### src/rtl/ccd_pkg.sv
// Shared constants for the CCD capture path: frame geometry defaults, pixel width and FSM encoding.
package ccd_pkg;
  localparam int unsigned COLUMN_WIDTH_DEF = 1280;
  localparam int unsigned ROW_LINES_DEF    = 1024;
  localparam int unsigned DATA_W_DEF       = 10;
  localparam int unsigned XY_W             = 11;

  localparam logic [1:0] ST_IDLE    = 2'd0;
  localparam logic [1:0] ST_ARM     = 2'd1;
  localparam logic [1:0] ST_CAPTURE = 2'd2;
endpackage

### src/rtl/ccd_xy_counter.sv
// Pixel X/Y position counter: X wraps at COLUMN_WIDTH, Y saturates at ROW_LINES.
// Holds the coordinate of the next pixel to be accepted; no backpressure.
module ccd_xy_counter import ccd_pkg::*; #(
  parameter int unsigned COLUMN_WIDTH = COLUMN_WIDTH_DEF,
  parameter int unsigned ROW_LINES    = ROW_LINES_DEF
) (
  input  logic            i_clk,
  input  logic            i_rst_n,
  input  logic            i_clear,
  input  logic            i_advance,
  output logic [XY_W-1:0] o_x,
  output logic [XY_W-1:0] o_y,
  output logic            o_row_full
);
  localparam logic [XY_W-1:0] LP_X_LAST  = XY_W'(COLUMN_WIDTH - 1);
  localparam logic [XY_W-1:0] LP_Y_LIMIT = XY_W'(ROW_LINES);
  localparam logic [XY_W-1:0] LP_ONE     = XY_W'(1);

  logic [XY_W-1:0] r_x;
  logic [XY_W-1:0] r_y;

  assign o_x        = r_x;
  assign o_y        = r_y;
  assign o_row_full = (r_y == LP_Y_LIMIT);

  // Wrapping is by count only, so a short line carries its position into the next line.
  always_ff @(posedge i_clk or negedge i_rst_n) begin
    if (!i_rst_n) begin
      r_x <= '0;
      r_y <= '0;
    end else if (i_clear) begin
      r_x <= '0;
      r_y <= '0;
    end else if (i_advance && !o_row_full) begin
      if (r_x == LP_X_LAST) begin
        r_x <= '0;
        r_y <= r_y + LP_ONE;
      end else begin
        r_x <= r_x + LP_ONE;
      end
    end
  end
endmodule

### src/rtl/ccd_capture_ctrl.sv
// Frame-aligned CCD capture sequencer feeding demosaic; iDATA->oDATA latency 2 cycles.
// No backpressure: the sensor stream is qualified, never stalled.
module ccd_capture_ctrl import ccd_pkg::*; #(
  parameter int unsigned COLUMN_WIDTH = COLUMN_WIDTH_DEF,
  parameter int unsigned ROW_LINES    = ROW_LINES_DEF,
  parameter int unsigned DATA_W       = DATA_W_DEF
) (
  input  logic              iCLK,
  input  logic              iRST,
  input  logic              iSTART,
  input  logic              iEND,
  input  logic              iFVAL,
  input  logic              iLVAL,
  input  logic [DATA_W-1:0] iDATA,
  output logic [DATA_W-1:0] oDATA,
  output logic              oDVAL,
  output logic [XY_W-1:0]   oX_Cont,
  output logic [XY_W-1:0]   oY_Cont,
  output logic [31:0]       oFrame_Cont,
  output logic              oBUSY
);
  logic              r_fval;
  logic              r_fval_d;
  logic              r_lval;
  logic [DATA_W-1:0] r_data;
  logic [1:0]        r_state;
  logic              r_stop_pend;
  logic [31:0]       r_frame_cnt;
  logic              r_dval;
  logic [DATA_W-1:0] r_odata;
  logic [XY_W-1:0]   r_ox;
  logic [XY_W-1:0]   r_oy;

  logic              w_frame_start;
  logic              w_frame_end;
  logic              w_capturing;
  logic              w_pix_vld;
  logic              w_frame_done;
  logic              w_row_full;
  logic [XY_W-1:0]   w_x;
  logic [XY_W-1:0]   w_y;

  always_ff @(posedge iCLK or negedge iRST) begin
    if (!iRST) begin
      r_fval   <= 1'b0;
      r_fval_d <= 1'b0;
      r_lval   <= 1'b0;
      r_data   <= '0;
    end else begin
      r_fval   <= iFVAL;
      r_fval_d <= r_fval;
      r_lval   <= iLVAL;
      r_data   <= iDATA;
    end
  end

  assign w_frame_start = r_fval & ~r_fval_d;
  assign w_frame_end   = ~r_fval & r_fval_d;
  assign w_capturing   = (r_state == ST_CAPTURE);
  assign w_pix_vld     = w_capturing & r_fval & r_lval & ~w_row_full;
  assign w_frame_done  = w_capturing & w_frame_end;

  // iEND takes priority over iSTART; in CAPTURE it only defers the stop to the frame end.
  always_ff @(posedge iCLK or negedge iRST) begin
    if (!iRST) begin
      r_state     <= ST_IDLE;
      r_stop_pend <= 1'b0;
      r_frame_cnt <= '0;
    end else begin
      case (r_state)
        ST_IDLE: begin
          if (iSTART && !iEND) r_state <= ST_ARM;
        end
        ST_ARM: begin
          if (iEND)               r_state <= ST_IDLE;
          else if (w_frame_start) r_state <= ST_CAPTURE;
        end
        ST_CAPTURE: begin
          if (w_frame_end) begin
            r_frame_cnt <= r_frame_cnt + 32'd1;
            if (r_stop_pend || iEND) begin
              r_state     <= ST_IDLE;
              r_stop_pend <= 1'b0;
            end
          end else if (iEND) begin
            r_stop_pend <= 1'b1;
          end
        end
        default: r_state <= ST_IDLE;
      endcase
    end
  end

  ccd_xy_counter #(
    .COLUMN_WIDTH (COLUMN_WIDTH),
    .ROW_LINES    (ROW_LINES)
  ) u_xy (
    .i_clk      (iCLK),
    .i_rst_n    (iRST),
    .i_clear    (w_frame_done),
    .i_advance  (w_pix_vld),
    .o_x        (w_x),
    .o_y        (w_y),
    .o_row_full (w_row_full)
  );

  // Coordinates are sampled alongside the pixel so they always describe oDATA.
  always_ff @(posedge iCLK or negedge iRST) begin
    if (!iRST) begin
      r_dval  <= 1'b0;
      r_odata <= '0;
      r_ox    <= '0;
      r_oy    <= '0;
    end else begin
      r_dval <= w_pix_vld;
      if (w_pix_vld) begin
        r_odata <= r_data;
        r_ox    <= w_x;
        r_oy    <= w_y;
      end
    end
  end

  assign oDATA       = r_odata;
  assign oDVAL       = r_dval;
  assign oX_Cont     = r_ox;
  assign oY_Cont     = r_oy;
  assign oFrame_Cont = r_frame_cnt;
  assign oBUSY       = (r_state == ST_ARM) || (r_state == ST_CAPTURE);
endmodule

### config.mk
export PLATFORM = sky130hd
export DESIGN_NAME = ccd_capture_ctrl
export DESIGN_NICKNAME = d
export VERILOG_FILES = /design/src/rtl/ccd_pkg.sv /design/src/rtl/ccd_xy_counter.sv /design/src/rtl/ccd_capture_ctrl.sv
export SDC_FILE = /design/constraint.sdc
export NUM_CORES = 1
export LEC_CHECK = 0
export ABC_AREA = 1
export CAP_MARGIN = 20
export CORE_ASPECT_RATIO = 0.8
export CORE_MARGIN = 8
export CORE_UTILIZATION = 54
export DETAILED_ROUTE_END_ITERATION = 7
export GPL_TIMING_DRIVEN = 0
export PLACE_DENSITY = 0.87
export SYNTH_ARGS = -nofsm -noshare
export SYNTH_HDL_FRONTEND = slang
export SYNTH_SLANG_ARGS = --single-unit
### constraint.sdc
create_clock -name iCLK -period 1.82 [get_ports iCLK]
set_input_delay 0.364 -clock iCLK [delete_from_list [all_inputs] [get_ports iCLK]]
set_output_delay 0.364 -clock iCLK [all_outputs]
set_load 0.02 [all_outputs]
* Word-level counts from Yosys, hierarchy flattened
Cells that the tools add are included.
** Operators by class
- Mux-type cells :: 15
- Bitwise logic cells :: 9
- Eq/ne operators :: 9
- $add $sub $neg :: 3
- Reduce and logical (&&, ||, !) cells :: 14
** Operators by type and width (count)
- 11-bit two-way mux :: 6
- 32-bit by 1-bit adder with 32-bit output (second input constant) :: 1
- 11-bit by 1-bit adder with 11-bit output (second input constant) :: 2
- 11-bit equality test (second input constant) :: 2
- 2-bit two-way mux :: 5
- 1-bit AND :: 6
- 2-bit case mux with 3 select lines :: 1
- 2-bit nonzero test :: 3
- 2-bit by 1-bit inequality test with 1-bit output (second input constant) :: 2
- 2-bit inequality test (second input constant) :: 2
- 2-bit AND reduction :: 2
- 4-bit AND reduction :: 1
- 1-bit two-way mux :: 3
- 3-bit inequality test (second input constant) :: 1
- 1-bit NOT :: 3
- 3-bit AND reduction :: 1
- 2-bit by 1-bit equality test with 1-bit output (second input constant) :: 1
- 2-bit equality test (second input constant) :: 1
- 1-bit logical AND :: 2
- 1-bit logical NOT :: 2
- 2-bit logical NOT :: 1
- 1-bit logical OR :: 2
** Storage, ports and cells
- Output and inout bits :: 66
- Register bits after elaboration :: 103
- Word-level logic and storage cells :: 63
- Bits of input ports :: 16

* Longest topological paths before layout
Gate-level depths: netlist of the first run.
- Word-level depth :: 7
- Gate-level depth with buffers :: 10
- Gate-level depth less buffers :: 10

* Cells and area by module
A second synthesis of the first run with hierarchy kept.
** Second synthesis, totals
- Cell total of the unflattened synthesis :: 617
- Area total of the unflattened synthesis :: 5121.2 um2
** By module, submodules not included
- ccd_capture_ctrl :: seq. area each 2026.9 um2, cells each 405, area each 3612.2 um2, instances 1
- ccd_xy_counter :: seq. area each 550.5 um2, cells each 212, area each 1508.9 um2, instances 1

* Worst setup path before layout of the first run
OpenSTA, ideal clock, no wires.
- Path type :: register to register
- From :: register r_state[0]
- To :: register r_frame_cnt[25] (netlist: oFrame_Cont[25])
- Buffers on the path :: 1
- Path slack :: 236 ps
- Period minus slack after synthesis :: 1584 ps
- Cell stages (with the launch flop) :: 11
- Data arrival time :: 1467 ps
- Library setup time :: 117 ps
- Data required time :: 1703 ps
- Path through :: dfrtp_1 inv_1 ha_1 nand3_1 buf_4 nor2_4 nand2_1 nor2_1 nand2_1 nand2_1 nand2_1
** Between the ends
- Longest elaborated chain between the ends :: 2
** Ends and longest elaborated chain
- from (decl) :: RTL line ccd_capture_ctrl.sv:26 : logic [1:0] r_state;
- from (signal assigned) :: RTL line ccd_capture_ctrl.sv:66 : r_state <= ST_IDLE;
- from (signal assigned) :: RTL line ccd_capture_ctrl.sv:72 : if (iSTART && !iEND) r_state <= ST_ARM;
- from (signal assigned) :: RTL line ccd_capture_ctrl.sv:75 : if (iEND) r_state <= ST_IDLE;
- 2-bit equality test :: RTL line ccd_capture_ctrl.sv:70 : case (r_state)
- 2-bit AND reduction (no line)
- to (signal assigned) :: RTL line ccd_capture_ctrl.sv:80 : r_frame_cnt <= r_frame_cnt + 32'd1;
- to (decl) :: RTL line ccd_capture_ctrl.sv:28 : logic [31:0] r_frame_cnt;
No other way between the ends.
A chain may end at the register's enable or synchronous reset.

* Final worst setup path of the first run
- From :: register r_frame_cnt[23] (netlist: oFrame_Cont[23])
- To :: output port oFrame_Cont[23]
** RTL lines
- to (decl) :: RTL line ccd_capture_ctrl.sv:19 : output logic [31:0] oFrame_Cont,
No word-level cell between the ends.

==> results_dict.tcl, run 1 <==
set metrics [dict create \
    die_w_um 125 \
    cp.arrival_ps 1420 \
    clkSinkCount 103 \
    syn-num-nets 669 \
    pre_cts_ws_ps -96.0 \
    drtIter0Drc 350 \
    wl_mm 13.1 \
    dr.pass1.iters 5 \
    ios 82 \
    grt_pass1_vias 4592 \
    finalPower_uw 5730 \
    hp-start "r_fval$_DFF_PN0_" \
    min_path_type "reg2reg" \
    n_antenna_cell 0 \
    synth_cells 645 \
    finish.utilization 0.716 \
    cts_htree_levels 3 \
    max_stage_delay_ps 640 \
    rows 31 \
    endpoint_kind "output pin" \
    finalNetCount 769 \
    gr-total-overflow 0 \
    multiInputGateArea_mm2 0.00229 \
    synth.distinct_cells 30 \
    placed_cell_area_mm2 0.00609 \
    finalCritPeriodShare 0.979 \
    path_clk_slew_ps 70 \
    numPortBuffers 81 \
    cts-root-buf "clkbuf_16" \
    grt_util_all_layers 0.207 \
    fp.dieH_um 103 \
    peakVddDrop_v 0.000726 \
    whs_ps 411 \
    core_area_mm2 0.00911 \
    setup.worst_path.start "oFrame_Cont[23]$_DFFE_PN0P_" \
    hpwl_mm 9.56 \
    ff_latch_area_mm2 0.00258 \
    netlist_area_mm2 0.00511 \
    layout_common_cells "250 x nand2_1, 102 x dfrtp_1, 68 x nor2_1" \
    startpoint_type "flip-flop" \
    path_cells "clkdlybuf4s50_1" \
    post_drt_via_cell_ratio 5.29 \
    yosysWarnings 0 \
    synth_area_leaders "dfrtp_1 50%, nand2_1 18%, nor2_1 5.2%, inv_1 4.0%, nand3_1 3.5%" \
    maxCapViolations 0 \
    cts_tree "built" \
    synth_compound_area_frac 0.0362 \
    clock_latency_ps 350 \
    yosysTopAreaCell "dfrtp_1" \
    layout_commonest_cell "nand2_1" \
    outcome "finished, final reports clean" \
    ys_seq_area_frac 0.504 \
    worstPathMaxFanout 5 \
    power_density_mw_per_mm2 877 \
    grt_max_degree 67 \
    fmaxAchievable_mhz 561 \
    cpMaxStageDelayCell "clkdlybuf4s50_1" \
    synth_xor_area_frac 0.0411 \
    tightest_slew_ps 528 \
    relSlewSlack 0.648 \
    antenna_left 0 \
    yosys_register_bits 103 \
    stdcell_area_mm2 0.00653 \
    grt_pass1_wl_mm 21.8 \
    synth_top_family_by_area "simple AND/OR/NAND/NOR gates" \
    crit_buf_inv 1 \
    drcViolationCount 0 \
    dieArea_mm2 0.0129 \
    avgRoutedWirePerCell_um 15.2 \
    start_util 0.561 \
    synthAdderAreaFrac 0.0196 \
    cts_buffers 9 \
    worstPathRequired_ps 1460 \
    power.leakage_uw 0.00330 \
    synthMuxAreaShare 0 \
    post-synth-top-area-fraction 0.504 \
    crit_type "reg2out" \
    num_vias 4573 \
    antenna_found_initial 0 \
    cts_max_path_buffers 2 \
    fin_crit_ps 1780 \
    finalSetupViolCount 0 \
    r2r_start "u_xy.o_y[0]$_DFFE_PN0P_" \
    hold_viol_final 0 \
    critical_path.top_delay_family "buffers and inverters" \
    drive_above_1_share 0.105 \
    gp_congestion 0.892 \
    syn_to_final_growth_pct 27.8 \
    final.setup.worst_slack_ps 38.0 \
    synth.avg_cell_area_um2 7.92 \
    final_max_slew_viol_count 0 \
    fillCellCount 690 \
    synthSimpleGateAreaFrac 0.342 \
    skew_ps 10.3 \
]
-- synth_stat cells (all sizes together) --
master  number
dfrtp      103
nand3       48
nand4        5
xnor2        8
inv         59
o21ai       33
o21a         1
nor3         8
nor2        81
xor2        16
nand3b       3
nor3b        1
buf         11
a21oi        1
ha           8
nand2      257
o211ai       1
clkbuf       1
-- layout make-up --
cell class / count / share of cell area
multi-input combinational: 472 / 0.351
inverter: 59 / 0.0347
tap: 115 / 0.0220
buffer: 12 / 0.0121
clock inverter: 7 / 0.0111
timing repair buffer: 88 / 0.139
sequential: 103 / 0.395
clock buffer: 9 / 0.0345
-- registers in the layout (all words and copies together) (netlist names) --
register / flops
u_xy.o_x: 11
oDVAL: 1
r_fval_d: 1
r_data: 10
r_fval: 1
u_xy.o_y: 11
oDATA: 10
oX_Cont: 11
oY_Cont: 11
r_lval: 1
r_stop_pend: 1
oFrame_Cont: 32
r_state: 2
-- stage by stage --
step	setup TNS [ps]	std cells
2_1_floorplan	0	645
3_3_place_gp	-343190	841
3_5_place_dp	-546	842
4_1_cts	0	861
5_1_grt	-147	865
6_report	0	865
-- routing by layer --
metal | wire length, µm | vias up | global-route usage
met5 | 0 | - | 0
met4 | 194 | 0 | 0.0739
met3 | 1010 | 18 | 0.0509
met2 | 6090 | 181 | 0.344
met1 | 5840 | 2162 | 0.260
li1 | - | 2212 | -
-- report_power, final --
part	internal (µW)	total, µW	switching [µW]
logic	476	1140	667
clock network	974	1910	938
registers	2510	2670	165
-- cells by family (layout without fill, tap and decap cells) --
family / count (synthesis) / in the layout
and+or+nand+nor: 403 / 404
DFF: 103 / 103
buffers and inverters: 71 / 175
AOI/OAI and AO/OA: 36 / 36
xor gates and xnor gates: 24 / 24
adders and majority gates: 8 / 8
-- final timing paths --
path | end | slack (ps) | depth (start not counted)
worst max-delay path | oFrame_Cont[23] | 40 | 1
worst min-delay path | r_fval_d$_DFF_PN0_ | 410 | 0
worst max register to register | oDATA[1]$_DFFE_PN0P_ | 90 | 10
worst min register to register | r_fval_d$_DFF_PN0_ | 410 | 0
max in group asynchronous | oX_Cont[7]$_DFFE_PN0P_ | 610 | 3
min in group asynchronous | oDATA[4]$_DFFE_PN0P_ | 510 | 2
-- what timing repair did --
action	in CTS	in global routing
endpoints found under the setup margin	19	70
cloned	0	1
hold endpoints to repair	37	0
pin swaps	2	3
resized for setup	14	31
hold buffers	1	0
buffers inserted	2	3
(Power assumes the default switching activity.)
==> inputs of run 2 (changes only) <==
--- a/config.mk
+++ b/config.mk
@@ -9,10 +9,12 @@
 export CAP_MARGIN = 20
 export CORE_ASPECT_RATIO = 0.8
 export CORE_MARGIN = 8
-export CORE_UTILIZATION = 54
+export CORE_UTILIZATION = 63
 export DETAILED_ROUTE_END_ITERATION = 7
+export DONT_BUFFER_PORTS = 1
 export GPL_TIMING_DRIVEN = 0
-export PLACE_DENSITY = 0.87
+export PLACE_DENSITY = 0.86
+export RECOVER_POWER = 100
 export SYNTH_ARGS = -nofsm -noshare
 export SYNTH_HDL_FRONTEND = slang
 export SYNTH_SLANG_ARGS = --single-unit
==> run 2 against run 1 <==
The flow now finishes with violations (negative hold slack). Die area is 12% lower. Clock-buffer cell count is 2 higher. Register-to-register slack hardly changed. Highest routed layer unchanged. Largest power group unchanged. Combinational power is 50% lower. Sequential power is 9.0% higher. Clock skew is 0.93 ps lower. Critical path depth is 8 higher. First-iteration DRC count is 22% lower. Total power is 14% lower.
==> results_dict.tcl, run 2 (synthesis gave the netlist of run 1 again) <==
set metrics [dict create \
    largest_reg_flops 32 \
    finalPower_uw 4900 \
    num_vias 4287 \
    fmaxAchievable_mhz 577 \
    clock_latency_ps 370 \
    drcViolationCount 0 \
    reg2reg_slack_ps 90 \
    die_w_um 117 \
    power_density_mw_per_mm2 868 \
    dr.pass1.iters 5 \
    grt_max_degree 104 \
    path_cells "inv_2 > ha_4 > nand3_4 > inv_4 > nand4_1 > nor2_1 > buf_4 > nand3b_1 > nand2_1" \
    dieArea_mm2 0.0113 \
    worstPathMaxFanout 9 \
    ios 82 \
    r2r_cells 9 \
    n_antenna_cell 0 \
    cts_tree "built" \
    power.leakage_uw 0.00269 \
    cts_htree_levels 3 \
    min_path_type "in2async" \
    cts-root-buf "clkbuf_8" \
    finalCritPeriodShare 0.952 \
    cts_buffers 9 \
    final.setup.worst_slack_ps 87.1 \
    post_drt_via_cell_ratio 5.45 \
    finalSetupViolCount 0 \
    numPortBuffers 0 \
    startpoint_type "flip-flop" \
    tns_ps 0 \
    grt_pass1_vias 4050 \
    hold_viol_final 103 \
    start_util 0.646 \
    endpoint_kind "flip-flop" \
    final_max_slew_viol_count 0 \
    relSlewSlack 0.728 \
    antenna_left 0 \
    cts_max_path_buffers 2 \
    fillCellCount 621 \
    cp.arrival_ps 2050 \
    placed_cell_area_mm2 0.00525 \
    rows 29 \
    outcome "finished, violations left" \
    grt_util_all_layers 0.222 \
    gr-total-overflow 0 \
    peakVddDrop_v 0.000775 \
    maxCapViolations 0 \
    violations "negative hold slack" \
    fin_crit_ps 1730 \
    clkSinkCount 103 \
    layout_common_cells "251 x nand2_1, 99 x dfrtp_1, 69 x nor2_1" \
    finalNetCount 697 \
    skew_ps 9.35 \
    layout_commonest_cell "nand2_1" \
    core_area_mm2 0.00791 \
    tightest_slew_ps 408 \
    path_clk_slew_ps 100 \
    avgRoutedWirePerCell_um 15.3 \
    crit_type "reg2reg" \
    drtIter0Drc 273 \
    whs_ps -327 \
    gp_congestion 0.886 \
    stdcell_area_mm2 0.00564 \
    worstPathRequired_ps 2140 \
    drive_above_1_share 0.105 \
    grt_pass1_wl_mm 19.4 \
    syn_to_final_growth_pct 10.4 \
    pre_cts_ws_ps -89.1 \
    finish.utilization 0.713 \
    max_stage_delay_ps 400 \
    cpMaxStageDelayCell "dfrtp_1" \
    hpwl_mm 8.66 \
    fp.dieH_um 96.6 \
    r2r-end "oFrame_Cont[22]$_DFFE_PN0P_" \
    r2r_start "r_state[0]$_DFFE_PN0P_" \
    wl_mm 12.1 \
    antenna_found_initial 0 \
]
-- run 2: cell types whose count changed in the layout (fill, tap and decap cells not counted), moves of 4 or more --
cell	delta
clkbuf_16	-9
dlygate4sd2_1	-6
clkbuf_1	+4
clkdlybuf4s50_1	-58
dlymetal6s2s_1	-15
dlygate4sd3_1	+11
clkbuf_8	+9
o21ai_1	-5
o21ai_0	+5
-- run 2: area by class of cell --
class	instances	area [µm²]	share of cell area
well taps	108	135	0.0240
plain buffers	12	73.8	0.0131
inverters	59	224	0.0397
clock buffers	11	131	0.0233
repair buffers	16	146	0.0260
multi-input cells	472	2290	0.406
flip-flops and latches	103	2580	0.458
clock inverters	5	57.6	0.0102
-- run 2: routing by layer --
metal | routed length (µm) | global-route usage | vias up
li1 | - | - | 2056
met1 | 5000 | 0.281 | 2036
met2 | 5650 | 0.355 | 172
met3 | 1210 | 0.0745 | 23
met4 | 204 | 0.0733 | 0
met5 | 0 | 0 | -
-- run 2: how the worst max path moves through the flow --
stage / startpoint / end / slack, ps / depth (start not counted)
after floorplan: r_state[0]$_DFFE_PN0P_ / oFrame_Cont[25]$_DFFE_PN0P_ / 240 / 10
after global placement: r_state[0]$_DFFE_PN0P_ / oFrame_Cont[22]$_DFFE_PN0P_ / -20 / 9
after detailed placement: r_state[0]$_DFFE_PN0P_ / oFrame_Cont[22]$_DFFE_PN0P_ / -90 / 9
after CTS: r_state[0]$_DFFE_PN0P_ / oFrame_Cont[25]$_DFFE_PN0P_ / 9 / 10
after global routing: r_state[0]$_DFFE_PN0P_ / oFrame_Cont[22]$_DFFE_PN0P_ / -1 / 9
final: r_state[0]$_DFFE_PN0P_ / oFrame_Cont[22]$_DFFE_PN0P_ / 90 / 9
-- run 2: power by group --
group	switching (µW)	internal, µW	leakage (µW)	total [µW]
logic	357	213	0.00122	570
registers	404	2510	0.00138	2910
clock network	775	641	0.0000977	1420
-- run 2: stage by stage --
step | cells | hold WS [ps]
after floorplan | 645 | 68.4
after global placement | 753 | 72.1
after detailed placement | 753 | 71.4
after CTS | 769 | -339
after global routing | 786 | -353
final | 786 | -327
-- run 2: repair_timing --
action | in CTS | in global routing
cloned | 0 | 1
endpoints found under the setup margin | 18 | 53
pin swaps | 1 | 3
resized for setup | 10 | 13
setup buffers | 0 | 4
endpoints found under the hold margin | 103 | 115
-- run 2: worst max-delay path: cells and delay by family (launching register included) --
kind | cells | cell delay, ps
AND/OR/NAND/NOR | 5 | 720
flip-flops | 1 | 400
buffers and inverters | 3 | 400
adder cells (fa/ha/maj) | 1 | 170
==> inputs of run 3 (changes only) <==
--- a/config.mk
+++ b/config.mk
@@ -6,14 +6,12 @@
 export NUM_CORES = 1
 export LEC_CHECK = 0
 export ABC_AREA = 1
-export CAP_MARGIN = 20
 export CORE_ASPECT_RATIO = 0.8
 export CORE_MARGIN = 8
-export CORE_UTILIZATION = 63
+export CORE_UTILIZATION = 55
 export DETAILED_ROUTE_END_ITERATION = 7
 export DONT_BUFFER_PORTS = 1
-export GPL_TIMING_DRIVEN = 0
-export PLACE_DENSITY = 0.86
+export PLACE_DENSITY = 0.77
 export RECOVER_POWER = 100
 export SYNTH_ARGS = -nofsm -noshare
 export SYNTH_HDL_FRONTEND = slang
==> run 3 against run 2 <==
The run still ends with negative hold slack left. Clock power is 26% higher. Clock-buffer cell count stayed put. Routed wire length is 1.1% higher. Final area is 3.4% higher. Via count is 0.54% lower. Largest power group unchanged.
==> results_dict.tcl, run 3 (synthesis gave the netlist of run 1 again) <==
set metrics [dict create \
    pre_cts_ws_ps 63.2 \
    finalNetCount 716 \
    drcViolationCount 0 \
    finalSetupViolCount 0 \
    maxCapViolations 0 \
    reg2reg_slack_ps 100 \
    cts-root-buf "clkbuf_16" \
    largest_reg_flops 32 \
    fin_crit_ps 1720 \
    cp.arrival_ps 1950 \
    min_path_type "in2async" \
    gr-total-overflow 0 \
    final.setup.worst_slack_ps 101 \
    finalCritPeriodShare 0.945 \
    r2r_cells 9 \
    worstPathRequired_ps 2050 \
    clkSinkCount 103 \
    setup.worst_path.start "u_xy.o_x[1]$_DFFE_PN0P_" \
    relSlewSlack 0.727 \
    grt_max_degree 104 \
    layout_common_cells "251 x nand2_1, 103 x dfrtp_1, 68 x nor2_1" \
    cts_max_path_buffers 2 \
    rows 31 \
    wl_mm 12.2 \
    dieArea_mm2 0.0127 \
    r2r_start "u_xy.o_x[1]$_DFFE_PN0P_" \
    power_density_mw_per_mm2 911 \
    hpwl_mm 9.03 \
    final_max_slew_viol_count 0 \
    outcome "finished, violations left" \
    fillCellCount 743 \
    core_area_mm2 0.00904 \
    grt_pass1_wl_mm 19.6 \
    cts_buffers 9 \
    antenna_left 0 \
    post_drt_via_cell_ratio 5.24 \
    grt_pass1_vias 3919 \
    syn_to_final_growth_pct 14.1 \
    num_vias 4264 \
    layout_commonest_cell "nand2_1" \
    endpoint_kind "flip-flop" \
    whs_ps -293 \
    fmaxAchievable_mhz 582 \
    path_clk_slew_ps 70 \
    skew_ps 10.0 \
    ios 82 \
    cts_tree "built" \
    peakVddDrop_v 0.000845 \
    gp_congestion 0.927 \
    fp.dieH_um 102 \
    numPortBuffers 0 \
    dr.pass1.iters 5 \
    rsz0062_at_grt "true" \
    drtIter0Drc 295 \
    worstPathMaxFanout 10 \
    start_util 0.565 \
    multiInputGateArea_mm2 0.00230 \
    clock_latency_ps 340 \
    antenna_found_initial 2 \
    crit_type "reg2reg" \
    tightest_slew_ps 410 \
    tns_ps 0 \
    power.leakage_uw 0.00279 \
    die_w_um 124 \
    r2r-end "u_xy.o_y[8]$_DFFE_PN0P_" \
    ff_latch_area_mm2 0.00258 \
    hold_viol_final 103 \
    avgRoutedWirePerCell_um 15.0 \
    drive_above_1_share 0.118 \
    grt_util_all_layers 0.198 \
    cts_htree_levels 3 \
    violations "negative hold slack" \
    startpoint_type "flip-flop" \
]
-- run 3: critical path, cell delays in order (launching register included) --
cell	delay [ps]
dfrtp_1	390
ha_2	200
nand2_1	100
nor2_4	160
nand2_2	100
nor2_4	170
nand3_4	190
buf_4	200
nand3_2	50
nand2_1	50
-- run 3: power by group --
group | leakage, µW | total (µW) | internal (µW) | switching (µW)
Combinational | 0.00127 | 678 | 255 | 423
Sequential | 0.00138 | 2840 | 2510 | 334
Clock | 0.000135 | 1790 | 944 | 848
-- run 3: area by class of cell --
cell class | count | share of cell area
repair buffers | 48 | 0.0530
inverters | 59 | 0.0388
diodes | 2 | 0.000858
multi-input cells | 471 | 0.394
flip-flops and latches | 103 | 0.442
clock inverters | 5 | 0.00687
well taps | 115 | 0.0247
clock buffers | 11 | 0.0399
-- run 3: layer usage --
layer  routed length, µm  global-route usage  up-vias
met5                   0                   0        -
met4                 150              0.0545        0
met3                1320              0.0734       15
met2                5020               0.272      170
met1                5710               0.284     1974
li1                    -                   -     2105
-- run 3: what timing repair did --
action,CTS,global route
buffers inserted,0,13
hold endpoints to repair,103,103
gates resized for setup,0,16
endpoints found under the setup margin,0,44
-- run 3: worst max-delay path by stage --
stage                                       end  slack (ps)  cells after the start
finish                  u_xy.o_y[8]$_DFFE_PN0P_         100                      9
global route            u_xy.o_y[8]$_DFFE_PN0P_         -30                      9
CTS                     u_xy.o_y[3]$_DFFE_PN0P_          50                      9
detailed placement      u_xy.o_y[3]$_DFFE_PN0P_          60                      9
global placement        u_xy.o_y[3]$_DFFE_PN0P_         110                      9
floorplan           oFrame_Cont[25]$_DFFE_PN0P_         240                     10
-- run 3: per-stage QoR --
stage / area, µm² / cells / hold slack, ps / utilization / power [µW]
after floorplan: 5110 / 645 / 68.4 / - / 3280
after global placement: 5470 / 783 / 72.3 / 0.605 / 3490
after detailed placement: 5470 / 783 / 71.8 / 0.605 / 3530
after CTS: 5740 / 799 / -299 / 0.635 / 5330
after global routing: 5830 / 814 / -302 / 0.645 / 5550
final: 5830 / 814 / -293 / 0.645 / 5310
